File: src/rtl/ws2812_stream_tx.sv
// WS2812B frame transmitter: LED_COUNT pixels from a valid/ready stream, sent MSB first.
// Define WS2812_RGBW_EN for 32-bit {G,R,B,W} pixels (SK6812RGBW); default is 24-bit {G,R,B}.
`timescale 1ns/1ps
module ws2812_stream_tx #(
   parameter int unsigned LED_COUNT  = 8,
   parameter int unsigned T0H        = 4,
   parameter int unsigned T1H        = 8,
   parameter int unsigned TBIT       = 15,
   parameter int unsigned RES_CYCLES = 720,
`ifdef WS2812_RGBW_EN
   localparam int unsigned PW        = 32
`else
   localparam int unsigned PW        = 24
`endif
) (
   input  logic          clk,
   input  logic          rst,
   input  logic          start,
   input  logic [PW-1:0] pix_data,
   input  logic          pix_valid,
   output logic          pix_ready,
   output logic          busy,
   output logic          done,
   output logic          underrun,
   output logic          sig1
);

   localparam int unsigned NW = $clog2(LED_COUNT + 1);
   localparam int unsigned BW = $clog2(PW);
   localparam int unsigned CW = $clog2(TBIT);
   localparam int unsigned RW = $clog2(RES_CYCLES + 1);

   localparam logic [NW-1:0] LED_N    = NW'(LED_COUNT);
   localparam logic [BW-1:0] BIT_TOP  = BW'(PW - 1);
   localparam logic [CW-1:0] CYC_LAST = CW'(TBIT - 1);
   localparam logic [CW-1:0] T0H_C    = CW'(T0H);
   localparam logic [CW-1:0] T1H_C    = CW'(T1H);
   localparam logic [RW-1:0] RES_LAST = RW'(RES_CYCLES - 1);
   localparam logic [RW-1:0] RES_ONE  = RW'(1);

   typedef enum logic [1:0] {S_IDLE, S_WAIT1, S_SEND, S_LATCH} state_t;

   state_t          state_q, state_d;
   logic            busy_q, busy_d;
   logic            done_q, done_d;
   logic            und_q, und_d;
   logic            sig1_q, sig1_d;
   logic            full_q, full_d;
   logic [PW-1:0]   buf_q, buf_d;
   logic [PW-1:0]   shift_q, shift_d;
   logic [NW-1:0]   req_q, req_d;
   logic [NW-1:0]   sent_q, sent_d;
   logic [BW-1:0]   bit_idx_q, bit_idx_d;
   logic [CW-1:0]   cyc_q, cyc_d;
   logic [RW-1:0]   res_q, res_d;
   logic            hs, load, enter_latch, discard;

   assign pix_ready = busy_q & ~full_q & (req_q < LED_N);
   assign hs        = pix_valid & pix_ready;
   assign busy      = busy_q;
   assign done      = done_q;
   assign underrun  = und_q;
   assign sig1      = sig1_q;

   always_comb begin
      state_d     = state_q;
      busy_d      = busy_q;
      done_d      = 1'b0;
      und_d       = und_q;
      full_d      = full_q;
      buf_d       = buf_q;
      shift_d     = shift_q;
      req_d       = req_q;
      sent_d      = sent_q;
      bit_idx_d   = bit_idx_q;
      cyc_d       = cyc_q;
      res_d       = res_q;
      load        = 1'b0;
      enter_latch = 1'b0;
      discard     = 1'b0;

      case (state_q)
         S_IDLE: begin
            if (start) begin
               state_d = S_WAIT1;
               busy_d  = 1'b1;
               und_d   = 1'b0;
               req_d   = '0;
               sent_d  = '0;
            end
         end
         S_WAIT1: begin
            if (full_q) load = 1'b1;
         end
         S_SEND: begin
            if (cyc_q == CYC_LAST) begin
               cyc_d = '0;
               if (bit_idx_q == '0) begin
                  if (sent_q == LED_N) begin
                     enter_latch = 1'b1;
                  end else if (full_q) begin
                     load = 1'b1;
                  end else begin
                     und_d       = 1'b1;
                     enter_latch = 1'b1;
                  end
               end else begin
                  bit_idx_d = bit_idx_q - 1'b1;
                  shift_d   = {shift_q[PW-2:0], 1'b0};
               end
            end else begin
               cyc_d = cyc_q + 1'b1;
            end
         end
         S_LATCH: begin
            // Down-counter: done is raised one cycle early so its register lands on the last gap cycle.
            if (res_q == '0) begin
               state_d = S_IDLE;
               busy_d  = 1'b0;
               discard = 1'b1;
            end else begin
               res_d  = res_q - 1'b1;
               done_d = (res_q == RES_ONE);
            end
         end
         default: state_d = S_IDLE;
      endcase

      if (load) begin
         state_d   = S_SEND;
         shift_d   = buf_q;
         bit_idx_d = BIT_TOP;
         cyc_d     = '0;
         sent_d    = sent_q + 1'b1;
         full_d    = 1'b0;
      end
      if (enter_latch) begin
         state_d = S_LATCH;
         res_d   = RES_LAST;
         done_d  = (RES_CYCLES == 1);
      end
      // A handshake in the load cycle refills the buffer, so full stays set.
      if (hs) begin
         buf_d  = pix_data;
         full_d = 1'b1;
         req_d  = req_q + 1'b1;
      end
      if (discard) full_d = 1'b0;

      sig1_d = (state_d == S_SEND) && (cyc_d < (shift_d[PW-1] ? T1H_C : T0H_C));
   end

   always_ff @(posedge clk) begin
      if (rst) begin
         state_q   <= S_IDLE;
         busy_q    <= 1'b0;
         done_q    <= 1'b0;
         und_q     <= 1'b0;
         sig1_q    <= 1'b0;
         full_q    <= 1'b0;
         buf_q     <= '0;
         shift_q   <= '0;
         req_q     <= '0;
         sent_q    <= '0;
         bit_idx_q <= '0;
         cyc_q     <= '0;
         res_q     <= '0;
      end else begin
         state_q   <= state_d;
         busy_q    <= busy_d;
         done_q    <= done_d;
         und_q     <= und_d;
         sig1_q    <= sig1_d;
         full_q    <= full_d;
         buf_q     <= buf_d;
         shift_q   <= shift_d;
         req_q     <= req_d;
         sent_q    <= sent_d;
         bit_idx_q <= bit_idx_d;
         cyc_q     <= cyc_d;
         res_q     <= res_d;
      end
   end

endmodule

File: config.mk
export PLATFORM = sky130hd
export DESIGN_NAME = ws2812_stream_tx
export DESIGN_NICKNAME = d
export VERILOG_FILES = /design/src/rtl/ws2812_stream_tx.sv
export SDC_FILE = /design/constraint.sdc
export NUM_CORES = 1
export LEC_CHECK = 0
export ABC_AREA = 1
export BUFFER_PORTS_ARGS = -buffer_cell sky130_fd_sc_hd__buf_2
export CORE_MARGIN = 2
export CORE_UTILIZATION = 55
export CTS_CLUSTER_DIAMETER = 60
export DETAILED_ROUTE_END_ITERATION = 8
export PLACE_DENSITY = 0.78
export SYNTH_ARGS = -nofsm -noshare
export SYNTH_HDL_FRONTEND = slang
export SYNTH_SLANG_ARGS = --single-unit
File: constraint.sdc
create_clock -name clk -period 6.2 [get_ports clk]
set_input_delay 0.62 -clock clk [delete_from_list [all_inputs] [get_ports clk]]
set_output_delay 0.62 -clock clk [all_outputs]
set_load 0.005 [all_outputs]
==> impl_metrics.toml <==
[logic_synthesis]
synth_most_common_cell = "nand2_1"
synth_area_um2 = 3745
syn_inst = 507
synth_edf_count = 0
yosysWarnings = 0
synthArstFlopShare_pct = 0
synth.area.top_cells = "dfxtp_1 (44%), nand2_1 (12%), nand3_1 (7.9%)"
synth_seq_area_share_pct = 43.84
synth_commonest_cells = "nand2_1 (121), dfxtp_1 (82), nand3_1 (59)"
syn_nets = 547
synth_top_area_cell = "dfxtp_1"
synth.distinct_cells = 34
synth_flop_cell = "dfxtp_1"
ys_seq_elements = 82
syn_area_per_cell_um2 = 7.386
synth_top_area_share_pct = 43.84

[floorplanning]
core-area_um2 = 6681
io_pins = 33
die_area_um2 = 7485
fp.dieH_um = 86.52
rows = 30
start_util_pct = 56.05
die_w_um = 86.52

[timing]
max_freq_ghz = 0.3526
timing.final.ws_setup_ps = 3364
fin_skew_ps = 9.141
worst_pin_slew_ps = 945.0
slew_violations = 0
slew_headroom_pct = 36.84
finalCritPeriodShare_pct = 45.75
finalCriticalPeriod_ps = 2836
hold_violations = 0
setup_viol = 0
rsz0062_at_grt = "false"
fin_setup_tns_ps = 0

[status]
status = "finished, final reports clean"

[global_route]
grt_antenna_before_repair = 0
grt_start_max_net_pins = 63
grt_pass1_vias = 2846
track_usage_pct = 20.14
grt-ovfl-total = 0
grt_pass1_wl_mm = 12.31

[finish]
drive_gt1_share_pct = 11.34
n_antenna_cell = 0
final_nets = 565
design_area_um2 = 4078
fill_cells = 637
final_cells = 609
final_core_util_pct = 61.03
area_growth_pct = 8.887

[placed_design]
place_area_um2 = 3870
place_hpwl_mm = 4.930
port_buffers = 32
place_ws_ps = 3444
dp_cells = 594
place.gp.congestion = 0.8729

[worst_hold_path]
hold_class = "reg -> reg"

[cts]
postCtsSetupBuffers = 0
clockBufferDepth = 2
post_cts_resized = 0
cts_buffers = 9
clock-sinks = 82
hold_buffers = 0
path_clk_slew_ps = 80
cts_tree = "built"
root_buffer = "clkbuf_8"
htreeDepth = 3
clk_latency_ps = 350

[pwr]
ir_worst_vdd_mv = 0.1716
cellLeakagePower_nw = 1.648
power.density_nw_per_um2 = 251.6

[detailed_routing]
drcViolationCount = 0
vias = 3280
viasPerCell = 5.386
drt-total-wl_mm = 7.297
first_pass_iters = 4
antenna_left = 0
routedWlPerCell_um = 11.98
drtIter0Drc = 163

[critical_path]
worst-r2r-setup-slack_ps = 3360
cp-start-kind = "flop"
cpPeakStageDelay_ps = 480
path_class = "reg -> reg"
crit_arrival_ps = 3120
rr_startpoint = "state_q[0]"
path_cells = "inv_1, ha_1, inv_1, nor3_2, nand3_1, nand2_2, nand2_4, clkinv_2, nor2_1, ha_1, nand2_1, inv_1, nand2_1, nand2_1, nor2_1"
critPathBufInv = 4
r2r_end = "sig1"
worstPathMaxFanout = 53
worstRegToRegCells = 15
crit_cells = 15
cp_slowest_cell = "clkinv_2"
worstSetupEndpointType = "flop"
critPathLaunch = "state_q[0]"
endpoint = "sig1"
cp.required_ps = 6490
critPathTopFamily = "simple AND/OR/NAND/NOR gates"

[flow_run]
drv_cap = 0
-- cell type report --
| type | count | area, µm² | share of cell area (%) |
|---|---|---|---|
| clock buffers | 10 | 127.6 | 3.130 |
| clock inverters | 5 | 80.08 | 1.964 |
| inverters | 52 | 196.4 | 4.817 |
| multi-input cells | 347 | 1764 | 43.26 |
| flip-flops and latches | 82 | 1642 | 40.26 |
| well taps | 80 | 100.1 | 2.455 |
| repair buffers | 33 | 167.7 | 4.112 |
-- stage by stage --
step           hold WS [ps]  power [mW]
6_report              469.7       1.026
3_3_place_gp          449.2      0.6278
3_5_place_dp          459.8      0.6303
2_1_floorplan         429.9      0.6082
4_1_cts               472.2       1.032
5_1_grt               490.3       1.065
-- report_power, final --
| group | switching, mW | internal, mW | leakage (nW) | total (mW) |
|---|---|---|---|---|
| clock | 0.184 | 0.224 | 0.0984 | 0.408 |
| combinational | 0.0437 | 0.0257 | 0.887 | 0.0694 |
| sequential | 0.00896 | 0.539 | 0.663 | 0.548 |
-- tightest hold or removal path: stages, from the launching register on --
cell     delay [ps]
dfxtp_1         320
nand2_1          60
a21oi_1          50
-- placed cells by master, fill, tap and decap left out, types with 3 or more instances in the layout --
cell type | Yosys | final
nand2_1 | 121 | 121
dfxtp_1 | 82 | 82
nand3_1 | 59 | 59
inv_1 | 50 | 50
a21oi_1 | 45 | 45
buf_2 | 9 | 32
nor2_1 | 30 | 30
a31oi_1 | 24 | 24
o21ai_0 | 21 | 21
ha_1 | 12 | 12
clkbuf_8 | 0 | 9
nand4_1 | 6 | 6
xor2_1 | 4 | 4
a211oi_1 | 3 | 3
nor3_1 | 3 | 3
-- logic make-up (layout without fill, tap and decap cells) --
group	count (synthesis)	in the layout	share of synthesized area, %
compound gates	98	98	14.30
flops	82	82	43.84
xor+xnor	5	5	1.169
buf+inv	78	100	9.054
simple gates	232	232	27.63
fa+ha+maj	12	12	4.009
-- sequential cells by signal, indices dropped and copies added (netlist names) --
name	count
sent_q	4
full_q	1
cyc_q	4
res_q	10
buf_q	24
underrun	1
busy	1
req_q	4
shift_q	24
state_q	2
sig1	1
done	1
bit_idx_q	5
-- worst min-delay path by stage --
stage / from / end / slack, ps / depth (start not counted)
after floorplan: buf_q[20] / buf_q[20] / 430 / 2
after global placement: sent_q[3] / sent_q[3] / 450 / 2
after detailed placement: buf_q[5] / buf_q[5] / 460 / 2
after CTS: buf_q[5] / buf_q[5] / 470 / 2
after global routing: sent_q[3] / sent_q[3] / 490 / 2
final: buf_q[10] / buf_q[10] / 470 / 2
-- per-layer routing --
layer	share of wire, %	track usage (%)	vias up	wire, µm
met3	3.4	4.286	12	248
met4	1.4	5.682	0	105
met5	0	0	-	0
li1	-	-	1712	-
met1	48	26.23	1497	3495
met2	47	33.85	59	3448
Power figures use the tool's default switching activity.
